### src/rtl/npc_pkg.sv
// Default geometry shared by the NPC core register file and its scoreboard.
package npc_pkg;

  localparam int NPC_ADDR_WIDTH = 5;
  localparam int NPC_DATA_WIDTH = 32;
  localparam int NPC_NREAD      = 2;
  localparam int NPC_PEND_W     = 2;

endpackage

### src/rtl/pend_counter.sv
// Saturating up/down count of outstanding writes to one register.
module pend_counter
  import npc_pkg::*;
#(
  parameter int PEND_W = NPC_PEND_W
) (
  input  logic clk,
  input  logic rst,
  input  logic inc,
  input  logic dec,
  input  logic clr,
  output logic nonzero,
  output logic is_one,
  output logic full
);

  logic [PEND_W-1:0] cnt_q, cnt_d;

  // Simultaneous inc and dec cancel; clr dominates both.
  always_comb begin
    cnt_d = cnt_q;
    if (clr)
      cnt_d = '0;
    else if (inc && !dec && !full)
      cnt_d = cnt_q + 1'b1;
    else if (dec && !inc && nonzero)
      cnt_d = cnt_q - 1'b1;
  end

  always_ff @(posedge clk or posedge rst) begin
    if (rst)
      cnt_q <= '0;
    else
      cnt_q <= cnt_d;
  end

  assign nonzero = |cnt_q;
  assign is_one  = (cnt_q == PEND_W'(1));
  assign full    = &cnt_q;

endmodule

### src/rtl/regfile_scoreboard.sv
// Register file with combinational read ports, optional write-to-read bypass
// and a per-register pending-write scoreboard for RAW hazard detection.
module regfile_scoreboard
  import npc_pkg::*;
#(
  parameter int ADDR_WIDTH = NPC_ADDR_WIDTH,
  parameter int DATA_WIDTH = NPC_DATA_WIDTH,
  parameter int NREAD      = NPC_NREAD,
  parameter int BYPASS     = 1,
  parameter int PEND_W     = NPC_PEND_W
) (
  input  logic                        clk,
  input  logic                        rst,
  input  logic [NREAD*ADDR_WIDTH-1:0] raddr,
  output logic [NREAD*DATA_WIDTH-1:0] rdata,
  output logic [NREAD-1:0]            rbusy,
  input  logic                        iss_valid,
  input  logic [ADDR_WIDTH-1:0]       iss_rd,
  output logic                        iss_ready,
  input  logic                        we,
  input  logic [ADDR_WIDTH-1:0]       waddr,
  input  logic [DATA_WIDTH-1:0]       wdata,
  input  logic                        flush
);

  localparam int NREG = 1 << ADDR_WIDTH;

  logic [DATA_WIDTH-1:0] mem_q [NREG];
  logic [NREG-1:0]       pend_nz, pend_one, pend_full;
  logic                  acc, ret;

  // Register 0 has no counter; its flags read as an idle, never-full entry.
  assign pend_nz[0]   = 1'b0;
  assign pend_one[0]  = 1'b0;
  assign pend_full[0] = 1'b0;

  assign iss_ready = (iss_rd == '0) || !pend_full[iss_rd];
  assign acc       = iss_valid && iss_ready && (iss_rd != '0) && !flush;
  assign ret       = we && (waddr != '0) && pend_nz[waddr] && !flush;

  for (genvar r = 1; r < NREG; r++) begin : g_pend
    pend_counter #(.PEND_W(PEND_W)) u_pend (
      .clk     (clk),
      .rst     (rst),
      .inc     (acc && (iss_rd == ADDR_WIDTH'(r))),
      .dec     (ret && (waddr == ADDR_WIDTH'(r))),
      .clr     (flush),
      .nonzero (pend_nz[r]),
      .is_one  (pend_one[r]),
      .full    (pend_full[r])
    );
  end

  // Write-back data commits even under flush; only the scoreboard is cleared.
  always_ff @(posedge clk or posedge rst) begin
    if (rst) begin
      for (int k = 0; k < NREG; k++)
        mem_q[k] <= '0;
    end else if (we && (waddr != '0)) begin
      mem_q[waddr] <= wdata;
    end
  end

  for (genvar i = 0; i < NREAD; i++) begin : g_rd
    logic [ADDR_WIDTH-1:0] ra;
    logic                  hit;

    assign ra  = raddr[i*ADDR_WIDTH +: ADDR_WIDTH];
    assign hit = (BYPASS != 0) && we && (waddr == ra) && (ra != '0);

    assign rdata[i*DATA_WIDTH +: DATA_WIDTH] = (ra == '0) ? '0 :
                                               (hit ? wdata : mem_q[ra]);
    // The last outstanding write arriving now is forwarded, so not busy.
    assign rbusy[i] = pend_nz[ra] && !(hit && pend_one[ra]);
  end

endmodule
### config.mk
export PLATFORM = sky130hd
export DESIGN_NAME = regfile_scoreboard
export DESIGN_NICKNAME = d
export VERILOG_FILES = /design/src/rtl/npc_pkg.sv /design/src/rtl/pend_counter.sv /design/src/rtl/regfile_scoreboard.sv
export SDC_FILE = /design/constraint.sdc
export NUM_CORES = 2
export LEC_CHECK = 0
export CELL_PAD_IN_SITES_DETAIL_PLACEMENT = 0
export CELL_PAD_IN_SITES_GLOBAL_PLACEMENT = 2
export CORE_MARGIN = 4
export CORE_UTILIZATION = 25
export CTS_BUF_LIST = sky130_fd_sc_hd__clkbuf_4 sky130_fd_sc_hd__clkbuf_8 sky130_fd_sc_hd__clkbuf_16
export CTS_CLUSTER_SIZE = 40
export DETAILED_ROUTE_END_ITERATION = 12
export GPL_ROUTABILITY_DRIVEN = 0
export PLACE_DENSITY = 0.55
export SLEW_MARGIN = 20
export SYNTH_ARGS = -nofsm -noshare
export SYNTH_HDL_FRONTEND = slang
export SYNTH_SLANG_ARGS = --single-unit
export TNS_END_PERCENT = 30
### constraint.sdc
create_clock -name clk -period 41.8 [get_ports clk]
set_input_delay 8.36 -clock clk [delete_from_list [all_inputs] [get_ports clk]]
set_output_delay 8.36 -clock clk [all_outputs]
set_load 0.05 [all_outputs]
==> metrics.csv <==
metric;value;unit
syn_area;0.06163;sq mm
htreeDepth;4;
crit_chain;buf_8 > buf_4 > buf_4 > buf_4 > buf_4 > mux4_2 > mux4_2 > inv_1 > o221ai_1 > clkdlybuf4s50_1;
core-area;0.2457;sq mm
slew_headroom;0.2338;
cts_resized;0;
multi_input_area;0.03239;sq mm
clock_latency;0.79;ns
worst_pin_slew;1.149;ns
synth_nets;4306;
firstDrtPassIters;5;
run_status;complete, no violations;
hold_start;mem_q[1002];
worstSetupStartpoint;raddr[0];
crit_path_end_kind;output pin;
critPathKind;in -> out;
drt_wl_total;219500;um
reg2reg_from;g_pend[27].u_pend.cnt_q[0];
drc;0;
vias;38300;
postCtsSetupBuffers;0;
grt_max_degree;153;
cap_violations;0;
setup_tns;0;ns
grt_pass1_wl;316500;um
final.setup_skew;0.02172;ns
cp_max_fo;45;
place.detailed.hpwl;119500;um
grt_pass1_vias;40810;
cpPeakStageDelay;0.87;ns
reg2reg_setup_slack;39.01;ns
synth-seq-cells;1086;
syn_to_final_growth;15.45;%
p_leak;29.35;nW
synth_area_per_cell;14.83;sq um
grt_usage;0.1709;
rsz0062_at_grt;false;
ys.flop_type;dfrtp_1;
wl_per_cell;29.60;um
crit_top_cell;buf_4;
cts_buffers;138;
layout-drive-gt1-share;0.5017;
num_rows;182;
max-vdd-ir-drop;0.00003119;V
initial_core_util;0.2508;
clock_sinks;1086;
power.density;47.52;mW/mm^2
nNetsFinal;4233;
min-delay-path-class;reg -> reg;
portBuffers;123;
slew_violations;0;
cts_hold_buffers;0;
cts_buffer_depth;3;
clk_pin_slew;0.05;ns
n_fill_cell;24450;
antenna_left;0;
cts_tree;built;
cp_slowest_cell;buf_4;
period_share;0.5435;
fmax;0.04401;GHz
die_y;504.5;um
syn_inst;4156;
synthArstFlopShare;1.000;
synth-edff-count;0;
min_period;22.72;ns
startpoint_type;input port;
drt_iter0_markers;2444;
setup_viol;0;
cts_root_buf;clkbuf_16;
seq_area;0.02718;sq mm
synth_warnings;0;
ys_types;69;
crit_arrival;14.36;ns
die_area;0.2545;sq mm
ios;124;
die_w;504.5;um
synth-seq-area-share;0.4410;
required;33.44;ns
total_power;3.381;mW
gr-total-overflow;0;
antenna_found_initial;9;
via_per_inst;5.167;
hold_viol_final;0;
sequential cells by signal, indices dropped and copies added (netlist names):
| signal | flops |
|---|---|
| mem_q | 1024 |
| g_pend.u_pend.cnt_q | 62 |
layer usage:
layer | part of all wire | GRT usage
met5 | 0.00014 | 0
met3 | 0.037 | 0.02636
met1 | 0.46 | 0.2397
met2 | 0.48 | 0.2790
met4 | 0.020 | 0.03690
through the flow:
stage,area [sq um],instances,utilization,setup WS (ns),hold WS [ns]
2_1_floorplan,61630,4156,-,2.866,0.4413
3_3_place_gp,66260,7163,0.2697,18.89,0.3765
3_5_place_dp,66260,7163,0.2697,18.87,0.3833
4_1_cts,71130,7410,0.2895,18.87,0.3963
5_1_grt,71150,7411,0.2896,18.56,0.4050
6_report,71150,7413,0.2896,19.08,0.3907
area by class of cell:
type	count	share of cell area
Sequential cell	1086	0.3819
Clock buffer	202	0.05968
Clock inverter	45	0.008705
Multi-Input combinational cell	2482	0.4552
Antenna cell	3	0.0001055
Timing Repair Buffer	236	0.03032
Tap cell	3220	0.05662
Inverter	139	0.007438
cells in the final DEF, fill, tap and decap left out, types with 28 or more instances in the layout:
| cell type | netlist | routed |
|---|---|---|
| o21ai_0 | 42 | 42 |
| xnor2_1 | 28 | 28 |
| o221ai_1 | 33 | 33 |
| dfrtp_1 | 1086 | 1086 |
| a211oi_1 | 50 | 50 |
| mux2i_1 | 99 | 99 |
| clkbuf_16 | 0 | 143 |
| o22ai_1 | 37 | 37 |
| mux4_2 | 645 | 645 |
| clkbuf_8 | 0 | 36 |
| inv_1 | 138 | 137 |
| buf_4 | 5 | 107 |
| nor2_1 | 90 | 81 |
| mux2_2 | 1024 | 1024 |
| nand2_1 | 86 | 70 |
| clkdlybuf4s50_1 | 0 | 112 |
| ha_1 | 93 | 93 |
critical path, delay by kind of cell:
| kind | cells | cell delay (ns) |
|---|---|---|
| mux | 2 | 1.05 |
| buf+inv | 7 | 4.48 |
| compound gates | 1 | 0.26 |
synth_stat cells (all sizes together), types with 4 or more instances:
cell type / instances / area share
and2: 4 / 0.00041
a21oi: 17 / 0.0014
a211oi: 50 / 0.0061
nand3b: 4 / 0.00049
nand2: 86 / 0.0052
nor4: 23 / 0.0030
a41oi: 5 / 0.00071
o21ai: 42 / 0.0034
o31ai: 9 / 0.0011
a221oi: 5 / 0.00081
or4: 13 / 0.0017
nand3: 27 / 0.0022
nand2b: 14 / 0.0014
o221ai: 33 / 0.0047
o22ai: 37 / 0.0038
mux2i: 99 / 0.016
xnor3: 5 / 0.0018
buf: 203 / 0.014
nor3: 26 / 0.0023
maj3: 9 / 0.0015
o211a: 4 / 0.00065
o31a: 4 / 0.00057
nand4: 6 / 0.00061
nor2b: 10 / 0.0010
a31oi: 6 / 0.00061
inv: 139 / 0.0085
xnor2: 28 / 0.0040
nor3b: 6 / 0.00073
mux2: 1024 / 0.19
a311oi: 6 / 0.00085
or2: 5 / 0.00051
mux4: 645 / 0.24
or3: 7 / 0.00071
ha: 93 / 0.019
xor2: 8 / 0.0011
nor2: 90 / 0.0055
dfrtp: 1086 / 0.44
clkbuf: 246 / 0.015
report_power, final:
group	internal, mW	switching, mW	total [mW]	leakage, nW
Sequential	1.24	0.133	1.38	14.0
Combinational	0.408	0.320	0.729	12.9
Clock	0.770	0.507	1.28	2.44
path summary, 6_finish.rpt:
check	to	depth (start not counted)
min in group asynchronous	mem_q[985]	2
worst min register to register	mem_q[1002]	0
worst min-delay path	mem_q[1002]	0
worst max-delay path	rdata[29]	10
max in group asynchronous	mem_q[529]	5
worst max register to register	g_pend[27].u_pend.cnt_q[0]	7
cells by family after synthesis:
| group | synth area share |
|---|---|
| buffers and inverters | 0.03768 |
| AOI/OAI and AO/OA | 0.02812 |
| xor gates and xnor gates | 0.006944 |
| DFF | 0.4410 |
| adders and majority gates | 0.02036 |
| muxes | 0.4389 |
| and+or+nand+nor | 0.02702 |
No activity file was read; power rests on OpenSTA's default activity.
